**config.mk**
```make
export PLATFORM = sky130hd
export DESIGN_NAME = ram_loader_flat
export DESIGN_NICKNAME = d
export VERILOG_FILES = /design/src/rtl/ram_loader_if.sv /design/src/rtl/ram_loader.sv /design/src/flat_wrapper.sv
export SDC_FILE = /design/constraint.sdc
export NUM_CORES = 1
export LEC_CHECK = 0
export ABC_AREA = 1
export BUFFER_PORTS_ARGS = -buffer_cell sky130_fd_sc_hd__buf_4
export CORE_MARGIN = 2
export CORE_UTILIZATION = 56
export DETAILED_ROUTE_END_ITERATION = 10
export GPL_TIMING_DRIVEN = 0
export HOLD_SLACK_MARGIN = 0.15
export PLACE_DENSITY_LB_ADDON = 0.25
export SLEW_MARGIN = 10
export SYNTH_ARGS = -nofsm -noshare
export SYNTH_HDL_FRONTEND = slang
export SYNTH_SLANG_ARGS = --single-unit
```
**constraint.sdc**
```tcl
create_clock -name clk -period 3.4 [get_ports clk]
set_input_delay 0.34 -clock clk [delete_from_list [all_inputs] [get_ports clk]]
set_output_delay 0.34 -clock clk [all_outputs]
set_load 0.05 [all_outputs]
```
**src/rtl/ram_loader_if.sv**
```systemverilog
// ram_loader_if: byte stream (valid/ready) plus program RAM pin bundle.
// master = loader side, slave = stream source + RAM side.
interface ram_loader_if #(
  parameter int DATA_W = 8,
  parameter int ADDR_W = 4
);
  logic [DATA_W-1:0] in_data;
  logic              in_valid;
  logic              in_ready;
  logic [DATA_W-1:0] ram_data;
  logic [ADDR_W-1:0] ram_addr;
  logic              ram_we;
  logic              ram_re;
  logic [DATA_W-1:0] ram_q;

  modport master (
    input  in_data, in_valid, ram_q,
    output in_ready, ram_data, ram_addr,
    output ram_we, ram_re
  );

  modport slave (
    output in_data, in_valid, ram_q,
    input  in_ready, ram_data, ram_addr,
    input  ram_we, ram_re
  );
endinterface

```
**src/rtl/ram_loader.sv**
```systemverilog
// ram_loader: fills the 16x8 program RAM from a byte stream at addr 0..len-1.
// Ports: clk, rst_n (async low), start/len request, bus (ram_loader_if.master:
//   in_data/in_valid/in_ready stream, ram_data/addr/we/re/q RAM pins),
//   busy, done (pulse), error (sticky verify mismatch), checksum (mod-256).
// Macro RAM_LOADER_VERIFY_EN adds a readback pass compared against checksum.
module ram_loader #(
  parameter int DATA_W = 8,
  parameter int ADDR_W = 4,
  parameter int RD_LAT = 2
) (
  input  logic              clk,
  input  logic              rst_n,
  input  logic              start,
  input  logic [ADDR_W:0]   len,
  ram_loader_if.master      bus,
  output logic              busy,
  output logic              done,
  output logic              error,
  output logic [DATA_W-1:0] checksum
);

  localparam int DEPTH = 2 ** ADDR_W;
  localparam logic [ADDR_W:0] LEN_MAX = DEPTH[ADDR_W:0];

  typedef enum logic [2:0] {
    S_IDLE,
    S_LOAD,
    S_WRITE,
`ifdef RAM_LOADER_VERIFY_EN
    S_VERIFY,
    S_CHECK,
`endif
    S_DONE
  } state_t;

  state_t            state_q;
  logic [ADDR_W:0]   len_q;
  logic [ADDR_W-1:0] ptr_q;
  logic              rdy_q;
  logic              we_q;
  logic              busy_q;
  logic              done_q;
  logic [ADDR_W-1:0] addr_q;
  logic [DATA_W-1:0] data_q;
  logic [DATA_W-1:0] sum_q;
  logic [ADDR_W:0]   len_c;
  logic              last;

  assign len_c = (len > LEN_MAX) ? LEN_MAX : len;
  // len_q is never 0 once out of IDLE, so len_q-1 cannot underflow.
  assign last  = ({1'b0, ptr_q} == len_q - (ADDR_W+1)'(1));

`ifdef RAM_LOADER_VERIFY_EN
  localparam int CW = (RD_LAT > 1) ? $clog2(RD_LAT) : 1;
  localparam logic [CW-1:0] CNT_LAST = CW'(RD_LAT - 1);

  logic              re_q;
  logic              err_q;
  logic [DATA_W-1:0] rsum_q;
  logic [CW-1:0]     cnt_q;

  assign bus.ram_re = re_q;
  assign error      = err_q;
`else
  logic unused_rd;

  assign unused_rd  = ^bus.ram_q ^ (RD_LAT == 0);
  assign bus.ram_re = 1'b0;
  assign error      = 1'b0;
`endif

  assign bus.in_ready = rdy_q;
  assign bus.ram_we   = we_q;
  assign bus.ram_addr = addr_q;
  assign bus.ram_data = data_q;
  assign busy         = busy_q;
  assign done         = done_q;
  assign checksum     = sum_q;

  always_ff @(posedge clk or negedge rst_n) begin
    if (!rst_n) begin
      state_q <= S_IDLE;
      len_q   <= '0;
      ptr_q   <= '0;
      rdy_q   <= 1'b0;
      we_q    <= 1'b0;
      busy_q  <= 1'b0;
      done_q  <= 1'b0;
      addr_q  <= '0;
      data_q  <= '0;
      sum_q   <= '0;
`ifdef RAM_LOADER_VERIFY_EN
      re_q    <= 1'b0;
      err_q   <= 1'b0;
      rsum_q  <= '0;
      cnt_q   <= '0;
`endif
    end else begin
      done_q <= 1'b0;
      unique case (state_q)
        S_IDLE: begin
          if (start) begin
            sum_q  <= '0;
            busy_q <= 1'b1;
`ifdef RAM_LOADER_VERIFY_EN
            err_q  <= 1'b0;
`endif
            if (len == '0) begin
              done_q  <= 1'b1;
              state_q <= S_DONE;
            end else begin
              len_q   <= len_c;
              ptr_q   <= '0;
              rdy_q   <= 1'b1;
              state_q <= S_LOAD;
            end
          end
        end
        S_LOAD: begin
          if (bus.in_valid) begin
            addr_q  <= ptr_q;
            data_q  <= bus.in_data;
            sum_q   <= sum_q + bus.in_data;
            rdy_q   <= 1'b0;
            we_q    <= 1'b1;
            state_q <= S_WRITE;
          end
        end
        S_WRITE: begin
          we_q <= 1'b0;
          if (last) begin
`ifdef RAM_LOADER_VERIFY_EN
            ptr_q   <= '0;
            addr_q  <= '0;
            rsum_q  <= '0;
            cnt_q   <= '0;
            re_q    <= 1'b1;
            state_q <= S_VERIFY;
`else
            done_q  <= 1'b1;
            state_q <= S_DONE;
`endif
          end else begin
            ptr_q   <= ptr_q + ADDR_W'(1);
            rdy_q   <= 1'b1;
            state_q <= S_LOAD;
          end
        end
`ifdef RAM_LOADER_VERIFY_EN
        // Address and re stay put for RD_LAT cycles; q is taken on the last.
        S_VERIFY: begin
          if (cnt_q == CNT_LAST) begin
            cnt_q  <= '0;
            rsum_q <= rsum_q + bus.ram_q;
            if (last) begin
              re_q    <= 1'b0;
              state_q <= S_CHECK;
            end else begin
              ptr_q  <= ptr_q + ADDR_W'(1);
              addr_q <= ptr_q + ADDR_W'(1);
            end
          end else begin
            cnt_q <= cnt_q + CW'(1);
          end
        end
        S_CHECK: begin
          err_q   <= (rsum_q != sum_q);
          done_q  <= 1'b1;
          state_q <= S_DONE;
        end
`endif
        S_DONE: begin
          busy_q  <= 1'b0;
          state_q <= S_IDLE;
        end
        default: state_q <= S_IDLE;
      endcase
    end
  end

endmodule

```
**src/flat_wrapper.sv**
```systemverilog
// flat-port wrapper written by rule: the top's interface ports become plain ports
module ram_loader_flat 
#(
  parameter int DATA_W = 8,
  parameter int ADDR_W = 4,
  parameter int RD_LAT = 2
)
  (clk, rst_n, start, len, busy, done, error, checksum, bus_in_data, bus_in_valid, bus_ram_q, bus_in_ready, bus_ram_data, bus_ram_addr, bus_ram_we, bus_ram_re);
  ram_loader_if #(.DATA_W(DATA_W), .ADDR_W(ADDR_W)) bus_i ();
  input  logic clk;
  input  logic rst_n;
  input  logic start;
  input  logic [ADDR_W:0] len;
  output logic busy;
  output logic done;
  output logic error;
  output logic [DATA_W-1:0] checksum;
  input wire logic [$bits(bus_i.in_data)-1:0] bus_in_data;
  input wire logic [$bits(bus_i.in_valid)-1:0] bus_in_valid;
  input wire logic [$bits(bus_i.ram_q)-1:0] bus_ram_q;
  output wire logic [$bits(bus_i.in_ready)-1:0] bus_in_ready;
  output wire logic [$bits(bus_i.ram_data)-1:0] bus_ram_data;
  output wire logic [$bits(bus_i.ram_addr)-1:0] bus_ram_addr;
  output wire logic [$bits(bus_i.ram_we)-1:0] bus_ram_we;
  output wire logic [$bits(bus_i.ram_re)-1:0] bus_ram_re;
  assign bus_i.in_data = bus_in_data;
  assign bus_i.in_valid = bus_in_valid;
  assign bus_i.ram_q = bus_ram_q;
  assign bus_in_ready = bus_i.in_ready;
  assign bus_ram_data = bus_i.ram_data;
  assign bus_ram_addr = bus_i.ram_addr;
  assign bus_ram_we = bus_i.ram_we;
  assign bus_ram_re = bus_i.ram_re;
  ram_loader #(.DATA_W(DATA_W), .ADDR_W(ADDR_W), .RD_LAT(RD_LAT)) u_core (.clk(clk), .rst_n(rst_n), .start(start), .len(len), .bus(bus_i), .busy(busy), .done(done), .error(error), .checksum(checksum));
endmodule
```
==> results of run 1 <==
-- registers in the layout, summed over array words and instances, names as in the netlist --
signal,count
u_core.checksum,8
u_core.bus.in_ready,1
u_core.state_q,2
u_core.busy,1
u_core.bus.ram_addr,4
u_core.done,1
u_core.ptr_q,4
u_core.bus.ram_data,8
u_core.bus.ram_we,1
u_core.len_q,5
-- per-stage QoR --
step / worst slack (ns) / power [mW] / instances / hold WS [ns] / instance area, um^2
finish: 1.71 / 2.36 / 343 / 0.169 / 2400
detailed placement: 1.67 / 2.09 / 334 / 0.318 / 2320
global placement: 1.68 / 2.06 / 334 / 0.319 / 2320
CTS: 1.70 / 2.36 / 343 / 0.165 / 2400
floorplan: 1.62 / 1.72 / 248 / 0.0444 / 1960
global route: 1.47 / 2.54 / 343 / 0.150 / 2400
-- cell usage after synthesis (4+ instances only) --
cell type | n | area, um^2
inv_1 | 18 | 67.6
dfrtp_1 | 35 | 876
a21oi_1 | 9 | 45.0
ha_1 | 9 | 113
nor2_1 | 12 | 45.0
o21ai_0 | 12 | 60.1
inv_2 | 4 | 15.0
nand2_1 | 84 | 315
nand3_1 | 25 | 125
o21ai_2 | 4 | 35.0
nand4_1 | 8 | 50.1
-- cell families after synthesis --
family / share of synthesized area [%]
AO/OA/AOI/OAI: 8.30
AND/OR/NAND/NOR: 31.5
other: 0.191
buffers and inverters: 6.76
XOR/XNOR: 1.79
flip-flops: 44.7
adder cells (fa/ha/maj): 6.76
-- cell type report --
cell class                 instances  share of cell area, %
sequential                        35                   36.5
buffer                             6                   2.08
inverter                          22                   3.44
clock buffer                       8                   2.87
tap                               46                   2.40
multi-input combinational        185                   39.8
timing repair buffer              41                   12.9
-- placed cells by master, fill, tap and decap left out, types with 3 or more instances in the layout --
cell type and instances:
ha_1 9, nand2_2 3, nand2_1 84, o21ai_0 12, nor2_1 12, inv_1 18, inv_2 4, nand4_1 8
dfrtp_1 35, buf_4 43, clkbuf_4 5, nand3_1 25, o21ai_2 4, a21oi_1 9, xnor2_1 3, nor2_2 3
-- how the worst max path moves through the flow --
stage                         end  depth (start not counted)  slack (ns)
2_1_floorplan  u_core.checksum[2]                          5        1.62
3_3_place_gp   u_core.checksum[4]                          8        1.68
3_5_place_dp   u_core.checksum[4]                          8        1.67
4_1_cts        u_core.checksum[4]                          7        1.70
5_1_grt        u_core.checksum[4]                          7        1.47
6_report       u_core.checksum[4]                          7        1.71
-- what timing repair did --
item,CTS,global route
endpoints found under the hold margin,35,0
setup buffers,0,0
hold buffers,1,0
-- report_power, final --
part	internal (mW)	switching [mW]	total, mW
registers	0.580	0.129	0.708
clock network	0.122	0.140	0.262
logic	0.448	0.940	1.39
-- per-layer routing --
metal / part of all wire (%) / wire, um
met5: 0 / 0
met4: 2.2 / 96
met3: 5.9 / 253
met2: 46 / 1980
met1: 46 / 1960
-- worst reg2reg max path: stages, from the launching register on --
cell	delay (ns)
dfrtp_1	0.41
ha_1	0.23
fa_1	0.42
nand2_1	0.11
a21oi_1	0.08
o21ai_0	0.14
nand2_1	0.06
o21ai_0	0.16
==> flow_metrics.env, run 1 <==
export IMPL_crit_required_ns=3.66
export IMPL_fillerInstances=269
export IMPL_min_to="u_core.state_q[0]"
export IMPL_max_freq_ghz=0.593
export IMPL_drive_above_1_share_pct=23.6
export IMPL_cp_startpoint="u_core.checksum[0]"
export IMPL_p_leak_nw=1.30
export IMPL_netlist_area_mm2=0.00196
export IMPL_dieArea_mm2=0.00399
export IMPL_vias=1846
export IMPL_fin_crit_sh_pct=49.6
export IMPL_seqCellArea_um2=876
export IMPL_wl_per_cell_um=12.5
export IMPL_die_x_um=63.2
export IMPL_reg2reg_to="u_core.checksum[4]"
export IMPL_tns_ns=0
export IMPL_yosysWarnings=0
export IMPL_vias_per_cell=5.38
export IMPL_track_usage_pct=23.8
export IMPL_htree_levels=2
export IMPL_rsz0062_at_grt="false"
export IMPL_crit_buf_inv=0
export IMPL_clock_latency_ns=0.34
export IMPL_crit_family="adder cells"
export IMPL_wl_mm=4.30
export IMPL_nNetsFinal=331
export IMPL_cts_made_buffers=5
export IMPL_period_minus_slack_ns=1.69
export IMPL_fp_row_count=21
export IMPL_ir_drop_uv=511
export IMPL_setup_viol=0
export IMPL_grt_max_degree=36
export IMPL_cts_buffer_depth=2
export IMPL_diodes=0
export IMPL_slowest_stage="fa_1"
export IMPL_drv_cap=0
export IMPL_die_h_um=63.2
export IMPL_io_buffers=40
export IMPL_ys_flop_type="dfrtp_1"
export IMPL_grt_pass1_vias=1732
export IMPL_synth_distinct_cells=28
export IMPL_hpwl_mm=3.17
export IMPL_top_usage_layer="met2"
export IMPL_antenna_found_initial=0
export IMPL_hp_start="bus_in_valid"
export IMPL_cts_resized_gates=0
export IMPL_cts_tree="done"
export IMPL_r2r_cells=7
export IMPL_drt_iter0_markers=140
export IMPL_synth_edff_count=0
export IMPL_grtUsageMet3_pct=6.07
export IMPL_ys_ff_latch=35
export IMPL_syn_to_final_growth_pct=22.5
export IMPL_initial_core_util_pct=58.8
export IMPL_r2r_slack_ns=1.71
export IMPL_crit_chain="ha_1, fa_1, nand2_1, a21oi_1, o21ai_0, nand2_1, o21ai_0"
export IMPL_hold_class="primary input to register"
export IMPL_path_class="register to register"
export IMPL_hold_viol=0
export IMPL_postSynth_asyncResetShare_pct=100
export IMPL_place_gp_congestion=0.839
export IMPL_multi_input_area_um2=956
export IMPL_run_status="complete, no violations"
export IMPL_clock_sinks=35
export IMPL_syn_avg_cell_area_um2=7.94
export IMPL_hold_depth=2
export IMPL_root_buffer="clkbuf_4"
export IMPL_io_pins=51
export IMPL_timing_rr_start="u_core.checksum[0]"
export IMPL_grt_overflow=0
export IMPL_coreArea_mm2=0.00334
export IMPL_grt_pass1_wl_mm=7.47
export IMPL_drv_slew=0
export IMPL_powerDensity_mw_per_mm2=982
export IMPL_clkTransAtPathRegs_ns=0.11
export IMPL_cp_arrival_ns=1.95
export IMPL_drt_first_pass_iters=4
export IMPL_drc_errors=0
export IMPL_max_stage_delay_ns=0.42
export IMPL_seq_area_frac_synth_pct=44.7
export IMPL_grt_use_met2_pct=35.9
export IMPL_netlist_instances=247
export IMPL_cp_max_fo=3
export IMPL_fin_util_pct=72.0
export IMPL_drtAntennaViolNets=0
export IMPL_cp_start_kind="register"
export IMPL_end_kind="register"
export IMPL_clock_skew_ns=0.00922
export IMPL_grtUsageMet1_pct=32.6
Power figures use the tool's default switching activity.
==> run 2: changes to the inputs <==
--- a/config.mk
+++ b/config.mk
@@ -8,7 +8,7 @@
 export ABC_AREA = 1
 export BUFFER_PORTS_ARGS = -buffer_cell sky130_fd_sc_hd__buf_4
 export CORE_MARGIN = 2
-export CORE_UTILIZATION = 56
+export CORE_UTILIZATION = 52
 export DETAILED_ROUTE_END_ITERATION = 10
 export GPL_TIMING_DRIVEN = 0
 export HOLD_SLACK_MARGIN = 0.15
==> constraint.sdc (replaced) <==
create_clock -name clk -period 1.7 [get_ports clk]
set_input_delay 0.17 -clock clk [delete_from_list [all_inputs] [get_ports clk]]
set_output_delay 0.17 -clock clk [all_outputs]
set_load 0.05 [all_outputs]
==> run 2 against run 1 <==
Effect of this change: clock skew is 0.0054 ns lower; die area grew 7.2%; power increased by 130%; first-iteration DRC count decreased by 23%; critical path depth is 1 higher; via count up 3.4%; utilization up 1.8 points; cell area grew 12%; non-clock buffer count increased by 16; critical path type is now primary input to register; hold slack gained 0.075 ns.
==> flow_metrics.env, run 2 (synthesis gave the netlist of run 1 again) <==
export IMPL_tns_ns=0
export IMPL_hpwl_mm=3.16
export IMPL_dieArea_mm2=0.00428
export IMPL_cts_buffer_depth=2
export IMPL_grt_max_degree=36
export IMPL_drt_iter0_markers=108
export IMPL_clock_latency_ns=0.29
export IMPL_ir_drop_uv=1180
export IMPL_die_h_um=65.4
export IMPL_setup_viol=0
export IMPL_coreArea_mm2=0.00363
export IMPL_htree_levels=2
export IMPL_r2r_cells=10
export IMPL_cp_start_kind="primary input"
export IMPL_slowest_stage="dlygate4sd3_1"
export IMPL_cp_max_fo=6
export IMPL_path_class="primary input to register"
export IMPL_period_minus_slack_ns=1.63
export IMPL_drtAntennaViolNets=0
export IMPL_cts_made_buffers=5
export IMPL_postPlaceCellArea_mm2=0.00233
export IMPL_diodes=0
export IMPL_crit_family="buffers and inverters"
export IMPL_wl_per_cell_um=12.7
export IMPL_final_cell_area_mm2=0.00268
export IMPL_hold_viol=0
export IMPL_clock_sinks=35
export IMPL_drive_above_1_share_pct=28.1
export IMPL_die_x_um=65.4
export IMPL_vias_per_cell=5.29
export IMPL_final_cell_mix="nand2_1, buf_4, dfrtp_1"
export IMPL_drc_errors=0
export IMPL_cts_tree="done"
export IMPL_io_pins=51
export IMPL_place_gp_congestion=0.852
export IMPL_fin_crit_sh_pct=95.8
export IMPL_p_leak_nw=1.41
export IMPL_clock_skew_ns=0.00384
export IMPL_drv_slew=0
export IMPL_max_stage_delay_ns=0.54
export IMPL_io_buffers=40
export IMPL_end_kind="register"
export IMPL_syn_to_final_growth_pct=36.8
export IMPL_crit_chain="dlygate4sd3_1, buf_4, ha_2, nand3_1, nand3_2, nand2_1, a21oi_2, o21ai_1"
export IMPL_nNetsFinal=347
export IMPL_run_status="complete, no violations"
export IMPL_root_buffer="clkbuf_8"
export IMPL_final_common_cell="nand2_1"
export IMPL_drt_first_pass_iters=4
export IMPL_cp_arrival_ns=1.81
export IMPL_track_usage_pct=23.6
export IMPL_max_freq_ghz=0.614
export IMPL_grt_overflow=0
export IMPL_fillerInstances=297
export IMPL_vias=1908
export IMPL_wl_mm=4.59
export IMPL_crit_required_ns=1.88
export IMPL_multi_input_area_mm2=0.00101
export IMPL_drv_cap=0
export IMPL_clkTransAtPathRegs_ns=0.07
export IMPL_grt_pass1_vias=1704
export IMPL_rsz0062_at_grt="false"
export IMPL_hold_depth=3
export IMPL_crit_buf_inv=2
export IMPL_hold_class="primary input to register"
export IMPL_antenna_found_initial=0
export IMPL_grt_pass1_wl_mm=7.65
export IMPL_fp_row_count=22
export IMPL_powerDensity_mw_per_mm2=1980
export IMPL_cp_depth=8
export IMPL_initial_core_util_pct=54.0
export IMPL_seqCellArea_um2=877
[run 2: metal layers]
metal	vias up	global-route usage [%]	share of wire, %
li1	932	-	-
met1	910	31.8	46
met3	7	5.48	5.4
met4	0	10.2	1.7
met2	59	36.4	47
met5	-	0	0
[run 2: path summary, 6_finish.rpt]
kind / from / end / slack (ns)
worst min-delay path: len[4] / u_core.len_q[4] / 0.24
worst max-delay path: bus_in_data[2] / u_core.checksum[7] / 0.07
worst max register to register: u_core.len_q[0] / u_core.ptr_q[2] / 0.14
max in group asynchronous: rst_n / u_core.checksum[0] / 0.99
worst min register to register: u_core.bus.ram_data[6] / u_core.bus.ram_data[6] / 0.48
min in group asynchronous: rst_n / u_core.checksum[7] / 0.36
[run 2: tightest hold or removal path, stage by stage]
cell	delay, ns
buf_4	0.07
inv_1	0.09
o21ai_0	0.17
[run 2: layout make-up]
| type | count | share of cell area, % |
|---|---|---|
| multi-input cells | 185 | 37.8 |
| clock buffers | 5 | 2.57 |
| repair buffers | 57 | 17.3 |
| flip-flops and latches | 35 | 32.7 |
| inverters | 22 | 3.08 |
| clock inverters | 3 | 2.52 |
| well taps | 48 | 2.24 |
| plain buffers | 6 | 1.87 |
[run 2: report_power, final]
part,internal [mW],switching [mW]
clock network,0.585,0.312
registers,1.16,0.275
logic,1.03,1.95
total,2.78,2.54
[run 2: what timing repair did]
| action | 4_1_cts | 5_1_grt |
|---|---|---|
| buffers inserted | 0 | 3 |
| hold endpoints to repair | 48 | 0 |
| setup endpoints to repair | 1 | 9 |
| hold buffers | 14 | 0 |
| pin swaps | 0 | 5 |
| gates resized for setup | 1 | 18 |
[run 2: metrics by stage]
step | setup slack, ns | power, mW | std cells | hold slack, ns | util (%)
2_1_floorplan | 0.0214 | 3.45 | 248 | -0.126 | -
6_report | 0.0715 | 5.31 | 361 | 0.245 | 73.8
5_1_grt | 0.00823 | 5.70 | 361 | 0.281 | 73.8
4_1_cts | 0.0359 | 5.14 | 358 | 0.232 | 71.7
3_3_place_gp | 0.0436 | 4.12 | 336 | 0.149 | 64.0
3_5_place_dp | 0.0138 | 4.19 | 336 | 0.148 | 64.0
==> run 3: changes to the inputs <==
--- a/config.mk
+++ b/config.mk
@@ -6,10 +6,10 @@
 export NUM_CORES = 1
 export LEC_CHECK = 0
 export ABC_AREA = 1
-export BUFFER_PORTS_ARGS = -buffer_cell sky130_fd_sc_hd__buf_4
 export CORE_MARGIN = 2
-export CORE_UTILIZATION = 52
+export CORE_UTILIZATION = 57
 export DETAILED_ROUTE_END_ITERATION = 10
+export DONT_BUFFER_PORTS = 1
 export GPL_TIMING_DRIVEN = 0
 export HOLD_SLACK_MARGIN = 0.15
 export PLACE_DENSITY_LB_ADDON = 0.25
==> run 3 against run 2 <==
Effect of this change: die area fell by 8.2%; register-to-register slack got worse by 0.10 ns; sequential cell count did not move; cell count fell by 11%; worst setup slack got worse by 0.032 ns; sequential share of layout area rose by 4.0 points.
==> flow_metrics.env, run 3 (synthesis gave the netlist of run 1 again) <==
export IMPL_run_status="complete, no violations"
export IMPL_hold_class="primary input to register"
export IMPL_hold_ws_ns=0.132
export IMPL_drv_cap=0
export IMPL_drive_above_1_share_pct=19.2
export IMPL_ir_drop_uv=1210
export IMPL_timing_rr_start="u_core.checksum[0]"
export IMPL_placedCellCount=294
export IMPL_pwr_share_clk_pct=13.1
export IMPL_vias_per_cell=5.44
export IMPL_hp_start="bus_in_data[4]"
export IMPL_vias=1751
export IMPL_totalPowerFinal_mw=4.70
export IMPL_io_pins=51
export IMPL_die_x_um=62.7
export IMPL_powerDensity_mw_per_mm2=1950
export IMPL_cts_buffer_depth=2
export IMPL_relSlewSlack_pct=66.1
export IMPL_drv_slew=0
export IMPL_p_sw_mw=2.46
export IMPL_diodes=0
export IMPL_tightest_slew_ns=0.509
export IMPL_path_class="register to register"
export IMPL_htree_levels=2
export IMPL_place_gp_congestion=0.861
export IMPL_cp_start_kind="register"
export IMPL_power_frac_comb_pct=38.9
export IMPL_antenna_found_initial=0
export IMPL_initial_core_util_pct=59.2
export IMPL_end_kind="register"
export IMPL_drc_errors=0
export IMPL_hold_viol=0
export IMPL_track_usage_pct=24.6
export IMPL_io_buffers=0
export IMPL_r2r_cells=7
export IMPL_dieArea_mm2=0.00393
export IMPL_p_int_mw=2.24
export IMPL_clkTransAtPathRegs_ns=0.12
export IMPL_fin_crit_sh_pct=97.7
export IMPL_grt_overflow=0
export IMPL_fp_row_count=21
export IMPL_drt_first_pass_iters=4
export IMPL_grt_max_degree=36
export IMPL_drt_iter0_markers=138
export IMPL_cp_arrival_ns=1.95
export IMPL_setup_viol=0
export IMPL_cts_tree="done"
export IMPL_multi_input_area_mm2=0.00105
export IMPL_pwr_share_seq_pct=48.0
export IMPL_hold_depth=4
export IMPL_grt_pass1_wl_mm=7.59
export IMPL_coreArea_mm2=0.00331
export IMPL_nNetsFinal=310
export IMPL_max_freq_ghz=0.602
export IMPL_root_buffer="clkbuf_4"
export IMPL_final_common_cell="nand2_1"
export IMPL_grt_pass1_vias=1659
export IMPL_p_leak_nw=1.20
export IMPL_sw_frac_of_total_pct=52.4
export IMPL_clock_latency_ns=0.35
export IMPL_wl_mm=4.41
export IMPL_seqCellArea_um2=885
export IMPL_r2r_slack_ns=0.04
export IMPL_die_h_um=62.7
export IMPL_syn_to_final_growth_pct=23.0
export IMPL_wl_per_cell_um=13.7
export IMPL_instances_no_fill=322
export IMPL_cts_made_buffers=5
export IMPL_period_minus_slack_ns=1.66
export IMPL_crit_required_ns=1.99
export IMPL_min_to="u_core.checksum[4]"
export IMPL_cp_max_fo=3
export IMPL_hpwl_mm=3.01
export IMPL_final_cell_mix="nand2_1, dfrtp_1, nand3_1"
export IMPL_fillerInstances=276
export IMPL_clock_sinks=35
export IMPL_reg2reg_to="u_core.checksum[6]"
export IMPL_rsz0062_at_grt="true"
export IMPL_drtAntennaViolNets=0
export IMPL_clock_skew_ns=0.0127
-- run 3: layout make-up --
cell class / instances / area share, %
clock buffer: 5 / 1.56
inverter: 22 / 3.43
sequential: 35 / 36.7
multi-input combinational: 185 / 43.6
timing repair buffer: 20 / 8.41
clock inverter: 3 / 1.82
buffer: 6 / 2.08
tap: 46 / 2.39
-- run 3: layer usage --
layer | up-vias | GRT usage (%) | share of wire [%]
li1 | 866 | - | -
met1 | 827 | 32.9 | 46
met2 | 52 | 37.9 | 46
met3 | 6 | 7.57 | 7.1
met4 | 0 | 8.89 | 1.5
met5 | - | 0 | 0
-- run 3: power by group through the flow --
stage / Sequential (mW) / Combinational, mW / Clock [mW]
4_1_cts: 2.24 / 1.63 / 0.632
6_report: 2.26 / 1.83 / 0.617
2_1_floorplan: 2.16 / 1.29 / 0
3_5_place_dp: 2.24 / 1.55 / 0
3_3_place_gp: 2.23 / 1.50 / 0
5_1_grt: 2.31 / 2.11 / 0.662
-- run 3: what timing repair did --
item,CTS,global route
hold buffers,16,1
buffers inserted,1,2
hold endpoints to repair,56,1
gates resized for setup,10,15
pin swaps,1,2
endpoints found under the setup margin,5,12
-- run 3: critical path: stages (launching register included) --
cell      delay (ns)
dfrtp_2         0.55
ha_4            0.21
fa_2            0.36
nand4_1         0.10
o211ai_1        0.12
nand2_1         0.09
nand2_1         0.07
o21ai_2         0.11
-- run 3: worst max-delay path by stage --
| stage | from | cells past startpoint | end |
|---|---|---|---|
| 2_1_floorplan | u_core.checksum[0] | 5 | u_core.checksum[2] |
| 3_3_place_gp | u_core.checksum[0] | 7 | u_core.checksum[4] |
| 3_5_place_dp | u_core.checksum[0] | 7 | u_core.checksum[4] |
| 4_1_cts | u_core.checksum[0] | 7 | u_core.checksum[4] |
| 5_1_grt | u_core.checksum[0] | 6 | u_core.checksum[6] |
| 6_report | u_core.checksum[0] | 7 | u_core.checksum[6] |
-- run 3: metrics by stage --
| stage | util, % | instance area (um^2) | TNS [ns] | setup slack, ns |
|---|---|---|---|---|
| finish | 72.8 | 2410 | 0 | 0.0395 |
| CTS | 69.6 | 2300 | 0 | 0.0189 |
| global placement | 61.1 | 2020 | -0.173 | -0.0987 |
| global route | 72.8 | 2410 | -0.0631 | -0.0447 |
| detailed placement | 61.1 | 2020 | -0.270 | -0.118 |
| floorplan | - | 1970 | 0 | 0.0214 |
